==> src/rtl/gpu_cmd_scheduler.sv <==
// Command FIFO and sequencer that programs the graphics processor TL/BR/ARG/CTRL
// registers per job. Optional build macro GPU_SCHED_CLIP_EN clamps/validates rectangles.
module gpu_cmd_scheduler #(
  parameter int DEPTH   = 8,
  parameter int TIMEOUT = 400000
) (
  input  logic                       clk,
  input  logic                       rst_n,
  input  logic                       cmd_valid,
  output logic                       cmd_ready,
  input  logic [50:0]                cmd_data,
  input  logic                       gp_finish,
  output logic [31:0]                ctrl_out,
  output logic [31:0]                tl_out,
  output logic [31:0]                br_out,
  output logic [31:0]                arg_out,
  output logic                       ctrl_we,
  output logic                       tl_we,
  output logic                       br_we,
  output logic                       arg_we,
  output logic                       busy,
  output logic                       err,
  output logic [$clog2(DEPTH):0]     level
);

  localparam int AW = $clog2(DEPTH);
  localparam int LW = AW + 1;
  localparam logic [31:0] TMO_LAST = 32'(TIMEOUT - 1);

  typedef enum logic [2:0] {
    S_IDLE, S_LD_TL, S_LD_BR, S_LD_ARG, S_START, S_WAIT, S_STOP, S_GAP
  } state_t;

  state_t          state_q, state_d;
  logic [50:0]     mem_q [DEPTH];
  logic [AW-1:0]   wr_ptr_q, rd_ptr_q;
  logic [LW-1:0]   level_q, level_d;
  logic [50:0]     cmd_q, cmd_d;
  logic [31:0]     timer_q, timer_d;
  logic            err_q, err_d;
  logic [31:0]     tl_out_q, tl_out_d, br_out_q, br_out_d;
  logic [31:0]     arg_out_q, arg_out_d, ctrl_out_q, ctrl_out_d;

  logic            full, empty, push, pop, reject;
  logic [50:0]     head, head_clip;
  logic [9:0]      br_x_c;
  logic [8:0]      br_y_c;

  assign full  = (level_q == LW'(DEPTH));
  assign empty = (level_q == '0);
  assign push  = cmd_valid && !full;
  assign pop   = (state_q == S_IDLE) && !empty;
  assign head  = mem_q[rd_ptr_q];

`ifdef GPU_SCHED_CLIP_EN
  assign br_x_c = (head[30:21] > 10'd639) ? 10'd639 : head[30:21];
  assign br_y_c = (head[20:12] > 9'd479)  ? 9'd479  : head[20:12];
  assign reject = (head[49:40] > br_x_c) || (head[39:31] > br_y_c);
`else
  assign br_x_c = head[30:21];
  assign br_y_c = head[20:12];
  assign reject = 1'b0;
`endif

  assign head_clip = {head[50:31], br_x_c, br_y_c, head[11:0]};
  assign level_d   = level_q + LW'(push) - LW'(pop);

  always_ff @(posedge clk) begin
    if (push) mem_q[wr_ptr_q] <= cmd_data;
  end

  always_ff @(posedge clk or negedge rst_n) begin
    if (!rst_n) begin
      state_q    <= S_IDLE;
      wr_ptr_q   <= '0;
      rd_ptr_q   <= '0;
      level_q    <= '0;
      cmd_q      <= '0;
      timer_q    <= '0;
      err_q      <= 1'b0;
      tl_out_q   <= '0;
      br_out_q   <= '0;
      arg_out_q  <= '0;
      ctrl_out_q <= '0;
    end else begin
      state_q    <= state_d;
      if (push) wr_ptr_q <= wr_ptr_q + 1'b1;
      if (pop)  rd_ptr_q <= rd_ptr_q + 1'b1;
      level_q    <= level_d;
      cmd_q      <= cmd_d;
      timer_q    <= timer_d;
      err_q      <= err_d;
      tl_out_q   <= tl_out_d;
      br_out_q   <= br_out_d;
      arg_out_q  <= arg_out_d;
      ctrl_out_q <= ctrl_out_d;
    end
  end

  // Each *_out register is loaded on entry to the state that strobes it.
  always_comb begin
    state_d    = state_q;
    cmd_d      = cmd_q;
    timer_d    = timer_q;
    err_d      = err_q;
    tl_out_d   = tl_out_q;
    br_out_d   = br_out_q;
    arg_out_d  = arg_out_q;
    ctrl_out_d = ctrl_out_q;
    tl_we      = 1'b0;
    br_we      = 1'b0;
    arg_we     = 1'b0;
    ctrl_we    = 1'b0;
    case (state_q)
      S_IDLE: begin
        if (!empty) begin
          if (reject) begin
            err_d   = 1'b1;
            state_d = S_GAP;
          end else begin
            cmd_d    = head_clip;
            tl_out_d = {6'b0, head_clip[49:40], 7'b0, head_clip[39:31]};
            state_d  = S_LD_TL;
          end
        end
      end
      S_LD_TL: begin
        tl_we    = 1'b1;
        br_out_d = {6'b0, cmd_q[30:21], 7'b0, cmd_q[20:12]};
        state_d  = S_LD_BR;
      end
      S_LD_BR: begin
        br_we     = 1'b1;
        arg_out_d = {20'b0, cmd_q[11:0]};
        state_d   = S_LD_ARG;
      end
      S_LD_ARG: begin
        arg_we     = 1'b1;
        ctrl_out_d = {30'b0, 1'b1, cmd_q[50]};
        state_d    = S_START;
      end
      S_START: begin
        ctrl_we = 1'b1;
        timer_d = '0;
        state_d = S_WAIT;
      end
      S_WAIT: begin
        if (gp_finish) begin
          ctrl_out_d = '0;
          state_d    = S_STOP;
        end else if (timer_q == TMO_LAST) begin
          err_d      = 1'b1;
          ctrl_out_d = '0;
          state_d    = S_STOP;
        end else begin
          timer_d = timer_q + 32'd1;
        end
      end
      S_STOP: begin
        ctrl_we = 1'b1;
        state_d = S_GAP;
      end
      S_GAP:   state_d = S_IDLE;
      default: state_d = S_IDLE;
    endcase
  end

  assign cmd_ready = !full;
  assign busy      = (state_q != S_IDLE) || !empty;
  assign err       = err_q;
  assign level     = level_q;
  assign tl_out    = tl_out_q;
  assign br_out    = br_out_q;
  assign arg_out   = arg_out_q;
  assign ctrl_out  = ctrl_out_q;

endmodule

==> config.mk <==
export PLATFORM = sky130hd
export DESIGN_NAME = gpu_cmd_scheduler
export DESIGN_NICKNAME = d
export VERILOG_FILES = /design/src/rtl/gpu_cmd_scheduler.sv
export SDC_FILE = /design/constraint.sdc
export NUM_CORES = 1
export LEC_CHECK = 0
export ABC_AREA = 0
export BUFFER_PORTS_ARGS = -buffer_cell sky130_fd_sc_hd__buf_2
export CAP_MARGIN = 20
export CORE_ASPECT_RATIO = 1.5
export CORE_MARGIN = 5
export CORE_UTILIZATION = 59
export DETAILED_ROUTE_END_ITERATION = 6
export PLACE_DENSITY = 0.79
export SYNTH_ARGS = -nofsm -noshare
export SYNTH_HDL_FRONTEND = slang
export SYNTH_SLANG_ARGS = --single-unit
==> constraint.sdc <==
create_clock -name clk -period 6.2 [get_ports clk]
set_clock_uncertainty 0.15 [all_clocks]
set_input_delay 1.24 -clock clk [delete_from_list [all_inputs] [get_ports clk]]
set_output_delay 1.24 -clock clk [all_outputs]
set_load 0.02 [all_outputs]
==> results.cfg, run 1 <==
[detailed_routing]
final_antenna_net_count = 0
post_drt_wl_per_cell_um = 23.1
drcViolationCount = 0
via_per_inst = 5.85
num_vias = 10700
first_iter_violations = 1057
finalWirelength_um = 42200
firstDrtPassIters = 5

[critical_path]
setup.worst_path.start_class = flip-flop
worstPathArrival_ns = 1.94
slowest_stage = dfrtp_1
worstPathCellList = nor3b_2 > buf_4 > buf_2
worstPathMaxFanout = 20
crit_required_ns = 4.81
slowest_delay_ns = 0.57
critical_path.endpoint_type = output pin
critical_path_class = flip-flop to output pin

[floorplan]
die_x_um = 166
ios = 194
core_mm2 = 0.0359
start_util = 0.599
rows = 85
dieArea_mm2 = 0.0405
die_y_um = 244

[run]
drv_cap = 0

[sta]
hold_viol_final = 0
drv_slew = 0
slew_headroom = 0.267
fin_crit_sh = 0.537
tightest_slew_ns = 1.10
fin_setup_tns_ns = 0
worst_hold_slack_ns = 0.309
rsz0062_at_grt = no
setup_viol = 0
fmax_ghz = 0.300
fin_crit_ns = 3.33

[global_routing]
grt_use_total = 0.209
grt_pass1_vias = 11200
grt_max_degree = 107
antenna_found_initial = 6
grt_pass1_wl_um = 66100
overflow = 0

[synth]
synthCells = 1193
ys_seq_elements = 538
ys_types = 59
dominantRegCellSynth = edfxtp_1
ys_seq_area_frac = 0.720
async_flop_share = 0.242
yosys_warnings = 0
avgSynthCellArea_um2 = 18.0
netlist_area_mm2 = 0.0215
synth_edf_count = 408

[finish]
area_delta_synth_final_pct = 11.4
fill_cells = 2368
fin_nets = 1373
post-route-util = 0.667
drive_gt1_frac = 0.279
mostFrequentLayoutCells = 408 x edfxtp_1, 127 x dfrtp_1, 116 x buf_2
layout_commonest_cell = edfxtp_1

[cts]
cts_tree = done
clockBufferDepth = 3
cts-resized-gates = 0
ctsHtreeMaxLevel = 2
worstSkewPairLatency_ns = 0.56
root_buffer = clkbuf_16
postCtsHoldBufs = 0
post_cts_buffers = 0
clk_pin_slew_worst_paths_ns = 0.06
cts_num_sinks = 538
cts_buffers = 48

[placed_design]
routabilityCongestion = 0.898
io_buffers = 117
dp_hpwl_um = 24100

[power]
ir_worst_vdd_mv = 0.350
p_leak_uw = 0.00865
power.density_mw_per_mm2 = 473

[worst_hold_path]
min_path_type = flip-flop to flip-flop

[status]
run_status = finished, final reports clean
==> cells in the mapped netlist, types with 2 or more instances <==
master    count  area share
mux2_2       34       0.018
and3_1       10      0.0029
dfrtp_1     130        0.15
o21a_1        2     0.00070
a22o_1        2     0.00081
xor2_1        3      0.0012
ha_1          9      0.0052
a221o_1       2     0.00093
nand3_1      17      0.0040
buf_6         2      0.0010
nand2_1      33      0.0058
o21ai_0       8      0.0019
nand2b_1      5      0.0015
o41ai_1       4      0.0016
a41oi_1       2     0.00081
clkbuf_1     23      0.0040
edfxtp_1    408        0.57
nor4_4        2      0.0020
mux2i_1      62       0.029
buf_2        21      0.0049
o211ai_1      3      0.0010
nor4_1        6      0.0017
inv_1         8      0.0014
xnor2_1       3      0.0012
a21oi_1      57       0.013
nor3b_1       4      0.0014
buf_1         5     0.00087
buf_4        96       0.033
nand4_1      11      0.0032
a21o_1        6      0.0021
nor3_1       11      0.0026
nor2_1       72       0.013
and2_1        2     0.00058
mux4_2      102        0.11
o31ai_1       4      0.0014
==> state kept, by name, summed over array words and instances (netlist names) <==
signal    count
state_q       3
ctrl_out      2
err           1
mem_q       408
rd_ptr_q      3
arg_out      12
level         4
br_out       19
wr_ptr_q      3
cmd_q        51
timer_q      32
==> cells by family (layout without fill, tap and decap cells) <==
| group | count (synthesis) | in the layout | share of synthesized area |
|---|---|---|---|
| DFF | 538 | 538 | 0.720 |
| muxes | 198 | 198 | 0.153 |
| and+or+nand+nor | 188 | 188 | 0.0446 |
| buffers and inverters | 155 | 234 | 0.0457 |
| AOI/OAI and AO/OA | 97 | 97 | 0.0275 |
| adders and majority gates | 10 | 10 | 0.00616 |
| xor gates and xnor gates | 6 | 6 | 0.00244 |
| other | 1 | 80 | 0.000174 |
==> where the power goes <==
part | switching [µW] | leakage [µW] | internal, µW
sequential | 545 | 0.00524 | 4650
clock | 1270 | 0.000799 | 1790
combinational | 1670 | 0.00261 | 1410
==> layout make-up <==
| cell class | instances | area [µm²] | area share |
|---|---|---|---|
| Antenna cell | 4 | 10.0 | 0.000417 |
| Clock buffer | 63 | 1310 | 0.0545 |
| Clock inverter | 26 | 330 | 0.0138 |
| Inverter | 8 | 30.0 | 0.00125 |
| Multi-Input combinational cell | 575 | 5400 | 0.225 |
| Sequential cell | 538 | 15500 | 0.647 |
| Tap cell | 478 | 598 | 0.0249 |
| Timing Repair Buffer | 137 | 802 | 0.0334 |
==> metal layers <==
| metal | wire, µm | global-route usage | vias to the layer above | part of all wire |
|---|---|---|---|---|
| li1 | - | - | 4715 | - |
| met1 | 16200 | 0.278 | 5511 | 0.38 |
| met2 | 22800 | 0.366 | 403 | 0.54 |
| met3 | 2450 | 0.0328 | 71 | 0.058 |
| met4 | 804 | 0.0578 | 6 | 0.019 |
| met5 | 26 | 0 | - | 0.00062 |
==> per-stage QoR <==
step / setup WS (ns) / cell area (µm²) / total power (µW) / instances
5_1_grt: 2.75 / 24000 / 11900 / 1827
6_report: 2.87 / 24000 / 11300 / 1829
3_5_place_dp: 2.46 / 22300 / 8310 / 1733
4_1_cts: 2.84 / 23900 / 11400 / 1822
2_1_floorplan: 0.394 / 21800 / 7490 / 1268
3_3_place_gp: 2.49 / 22300 / 8190 / 1733
==> worst max-delay path, delay by kind of cell, from the launching register on <==
| kind | cells | cell delay [ns] |
|---|---|---|
| and+or+nand+nor | 1 | 0.23 |
| DFF | 1 | 0.57 |
| buffers and inverters | 2 | 0.59 |
==> path summary, 6_finish.rpt <==
| kind | to | cells past startpoint | startpoint | slack [ns] |
|---|---|---|---|---|
| max in group asynchronous | cmd_q[24] | 2 | rst_n | 4.16 |
| worst max-delay path | tl_we | 3 | state_q[0] | 2.87 |
| min in group asynchronous | arg_out[3] | 1 | rst_n | 0.67 |
| worst min-delay path | err | 1 | err | 0.31 |
| worst min register to register | err | 1 | err | 0.31 |
| worst max register to register | mem_q[2][11] | 7 | level[2] | 3.07 |
Power figures use the tool's default switching activity.
==> run 2, diff against run 1 <==
- clock period: 6.2 -> 3.4 ns (I/O delays scaled with it)
==> run 2 against run 1 <==
Utilization increased by 0.35 points; routed wire length up 1.7%; combinational power up 89%; non-clock buffer count increased by 3; sequential power rose by 81%; power up 83%; final cell count up 0.27%; clock power rose by 79%; via count is 1.3% higher; die area stayed put; cell area increased by 0.52%; critical endpoint is now timer_q[12]; largest cell class unchanged.
==> results.cfg, run 2 (synthesized netlist as in run 1, its figures left out) <==
[critical_path]
crit_required_ns = 3.69
worstPathMaxFanout = 16
setup.worst_path.start_class = flip-flop
worstPathArrival_ns = 2.83
critical_path_class = flip-flop to flip-flop
critical_path.endpoint_type = flip-flop

[floorplan]
dieArea_mm2 = 0.0405
die_y_um = 244
die_x_um = 166
ios = 194
core_mm2 = 0.0359
rows = 85
start_util = 0.599

[detailed_routing]
post_drt_wl_per_cell_um = 23.4
first_iter_violations = 869
finalWirelength_um = 42900
via_per_inst = 5.91
num_vias = 10800
drcViolationCount = 0
firstDrtPassIters = 5
final_antenna_net_count = 0

[cts]
cts_buffers = 48
clk_pin_slew_worst_paths_ns = 0.07
cts_num_sinks = 538
post_cts_buffers = 0
ctsHtreeMaxLevel = 2
root_buffer = clkbuf_16
worstSkewPairLatency_ns = 0.56
cts_tree = done
clockBufferDepth = 3

[sta]
drv_slew = 0
hold_viol_final = 0
fmax_ghz = 0.393
fin_crit_ns = 2.55
slew_headroom = 0.329
setup_viol = 0
tightest_slew_ns = 1.01
fin_crit_sh = 0.749
rsz0062_at_grt = no

[power]
p_leak_uw = 0.00869
p_total_uw = 20700
ir_worst_vdd_mv = 0.578
power.density_mw_per_mm2 = 858

[finish]
final_area_mm2 = 0.0241
area_delta_synth_final_pct = 12.0
drive_gt1_frac = 0.281
reg_top3 = mem_q (408), cmd_q (51), timer_q (32)
fin_nets = 1376
regMostFlops = mem_q
layout_commonest_cell = edfxtp_1
largest_register_ff_count = 408
mostFrequentLayoutCells = 408 x edfxtp_1, 127 x dfrtp_1, 116 x buf_2

[placed_design]
dp_hpwl_um = 23100
routabilityCongestion = 0.850
placedInstanceArea_mm2 = 0.0225
io_buffers = 117

[run]
drv_cap = 0

[global_routing]
antenna_found_initial = 7
overflow = 0
grt_use_total = 0.214
grt_pass1_vias = 11500
grt_max_degree = 106
grt_pass1_wl_um = 67200

[status]
run_status = finished, final reports clean

[worst_hold_path]
min_path_type = input port to flip-flop
==> run 2: critical path: stages, from the launching register on <==
cell and delay (ns):
dfrtp_1 0.51, and2b_1 0.26, nand2b_1 0.39, and4_4 0.39, nand2b_1 0.31, a221o_1 0.42
==> run 2: power breakdown <==
group / internal (µW) / switching [µW] / leakage, µW
clock: 3160 / 2310 / 0.000794
sequential: 8470 / 940 / 0.00524
combinational: 2640 / 3170 / 0.00265
==> run 2: path summary, 6_finish.rpt <==
| check | from | end | slack (ns) | cells past startpoint |
|---|---|---|---|---|
| worst max register to register | state_q[2] | timer_q[12] | 0.85 | 5 |
| worst min register to register | err | err | 0.30 | 1 |
| worst min-delay path | cmd_data[39] | mem_q[1][39] | 0.23 | 1 |
| min in group asynchronous | rst_n | level[1] | 0.52 | 2 |
| max in group asynchronous | rst_n | wr_ptr_q[0] | 1.73 | 3 |
| worst max-delay path | state_q[2] | timer_q[12] | 0.85 | 5 |
==> run 2: routing by layer <==
layer	vias to the layer above	wire length, µm	track usage
met3	82	2490	0.0351
li1	4716	-	-
met5	-	39	0
met4	6	1170	0.0689
met2	397	23100	0.381
met1	5645	16100	0.272
==> run 2: what timing repair did <==
| action | CTS | global route |
|---|---|---|
| endpoints found under the hold margin | 50 | 0 |
| resized for setup | 0 | 0 |
| hold buffers | 1 | 0 |
| endpoints found under the setup margin | 0 | 0 |
==> run 2: metrics by stage <==
stage | cells | utilization | setup WS [ns] | hold WS [ns] | setup TNS, ns
final | 1834 | 0.671 | 0.854 | 0.226 | 0
after global routing | 1832 | 0.671 | 0.551 | 0.224 | 0
after CTS | 1829 | 0.671 | 0.835 | 0.206 | 0
after detailed placement | 1738 | 0.625 | 0.854 | 0.300 | 0
after global placement | 1738 | 0.625 | 0.978 | 0.287 | 0
after floorplan | 1268 | - | -0.787 | 0.234 | -111.24
==> run 2: final cells by class <==
class | instances | area, µm²
antenna | 5 | 12.5
tap | 478 | 598
clock inverter | 25 | 243
inverter | 8 | 30.0
clock buffer | 65 | 1380
sequential | 538 | 15500
multi-input combinational | 575 | 5410
timing repair buffer | 140 | 930
fill | 2327 | 11800
==> run 3, diff against run 2 <==
- clock period: 3.4 -> 2.4 ns (I/O delays scaled with it)
==> run 3 against run 2 <==
Non-clock buffer count rose by 23; final cell count rose by 1.1%; sequential power rose by 40%; flip-flop and latch count did not move; die area did not move; worst hold slack got worse by 0.19 ns; register-to-register slack got worse by 0.67 ns; cell area rose by 1.3%; critical path type is now flip-flop to output pin.
==> results.cfg, run 3 (synthesized netlist as in run 1, its figures left out) <==
[status]
run_status = finished, final reports clean

[sta]
worst_hold_slack_ns = 0.0362
setup_viol = 0
fin_crit_sh = 0.951
drv_slew = 0
rsz0062_at_grt = no
layout_setup_ws_ns = 0.117
fmax_ghz = 0.438
hold_viol_final = 0
slew_headroom = 0.577
fin_crit_ns = 2.28
tightest_slew_ns = 0.630
fin_setup_tns_ns = 0

[detailed_routing]
via_per_inst = 5.89
final_antenna_net_count = 0
first_iter_violations = 882
drcViolationCount = 0
finalWirelength_um = 43300
firstDrtPassIters = 5
post_drt_wl_per_cell_um = 23.3
num_vias = 10900

[critical_path]
cp_num_buf_inv = 2
worstPathMaxFanout = 14
critical_path.endpoint_type = output pin
crit_family = buffers and inverters
slowest_stage = dfrtp_1
crit_required_ns = 1.77
slowest_delay_ns = 0.39
setup.worst_path.start_class = flip-flop
worstPathCellList = buf_4 > nor3b_4 > buf_2
critical_path_class = flip-flop to output pin
worstPathArrival_ns = 1.65

[cts]
cts_tree = done
clk_pin_slew_worst_paths_ns = 0.07
cts_num_sinks = 538
clockBufferDepth = 3
ctsHtreeMaxLevel = 2
cts_buffers = 48
worstSkewPairLatency_ns = 0.56
root_buffer = clkbuf_16

[finish]
drive_gt1_frac = 0.299
multi_input_comb_area_mm2 = 0.00549
mostFrequentLayoutCells = 408 x edfxtp_1, 123 x dfrtp_1, 116 x buf_2
seq_area_mm2 = 0.0155
fin_nets = 1399
fill_cells = 2260
area_delta_synth_final_pct = 13.4
layout_commonest_cell = edfxtp_1
largest_register_ff_count = 408
reg_top3 = mem_q (408), cmd_q (51), timer_q (32)
stdcell_count = 1855
final_area_mm2 = 0.0244
regMostFlops = mem_q

[floorplan]
start_util = 0.599
dieArea_mm2 = 0.0405
ios = 194
die_x_um = 166
core_mm2 = 0.0359
rows = 85
die_y_um = 244

[global_routing]
grt_pass1_wl_um = 67700
antenna_found_initial = 13
grt_pass1_vias = 11500
grt_max_degree = 106
grt_use_total = 0.215
overflow = 0

[placed_design]
placedInstanceArea_mm2 = 0.0228
routabilityCongestion = 0.880
dp_hpwl_um = 24400
dpl.cell_count = 1760
pre_cts_ws_ns = 0.0657
io_buffers = 117

[power]
power.density_mw_per_mm2 = 1220
ir_worst_vdd_mv = 0.860
p_leak_uw = 0.00881

[run]
drv_cap = 0

[worst_hold_path]
min_path_type = input port to flip-flop
run 3: changes by cell type in the layout (fill, tap and decap cells not counted), sizes merged:
cell      before  now
inv           11    8
diode          5    7
clkinvlp       2    3
bufinv         4    6
clkbuf        65   61
buf          139  162
run 3: final timing paths:
kind                                endpoint  cells after the start          from  slack, ns
worst max-delay path                   br_we                      3    state_q[0]       0.12
worst min-delay path            mem_q[0][17]                      1  cmd_data[17]       0.04
worst max register to register   timer_q[12]                      5   timer_q[23]       0.18
worst min register to register           err                      1           err       0.31
max in group asynchronous          cmd_q[44]                      3         rst_n       1.09
min in group asynchronous         arg_out[2]                      2         rst_n       0.34
run 3: through the flow:
stage | util | total power [µW]
global placement | 0.634 | 21800
CTS | 0.679 | 30000
global route | 0.679 | 31200
floorplan | - | 19500
finish | 0.679 | 29700
detailed placement | 0.634 | 22200
run 3: timing repair:
item                                    in CTS  in global routing
hold buffers                                 1                  0
resized for setup                            1                  2
pin swaps                                    1                  0
endpoints found under the setup margin       1                 10
buffers inserted                             1                  0
endpoints found under the hold margin       55                  0
run 3: final cells by class:
type | instances | area share
diodes | 7 | 0.000717
clock buffers | 61 | 0.0533
clock inverters | 25 | 0.0113
inverters | 8 | 0.00123
multi-input cells | 575 | 0.225
flip-flops and latches | 538 | 0.636
well taps | 478 | 0.0245
repair buffers | 163 | 0.0487
run 3: power breakdown:
group | switching (µW) | internal [µW] | leakage [µW] | total [µW]
Clock | 3210 | 4470 | 0.000765 | 7680
Sequential | 1150 | 12000 | 0.00524 | 13200
Combinational | 4820 | 4060 | 0.00281 | 8880
Total | 9180 | 20500 | 0.00881 | 29700
run 3: layer usage:
layer,vias to the layer above,share of wire,track usage
met5,-,0.0019,0
met4,12,0.022,0.0609
met3,80,0.069,0.0409
met2,433,0.53,0.380
met1,5637,0.37,0.276
li1,4772,-,-
run 3: worst reg2reg max path: cells and delay by family, from the launching register on:
kind	cells	cell delay [ns]
DFF	1	0.43
and+or+nand+nor	4	1.24
AOI/OAI and AO/OA	1	0.29
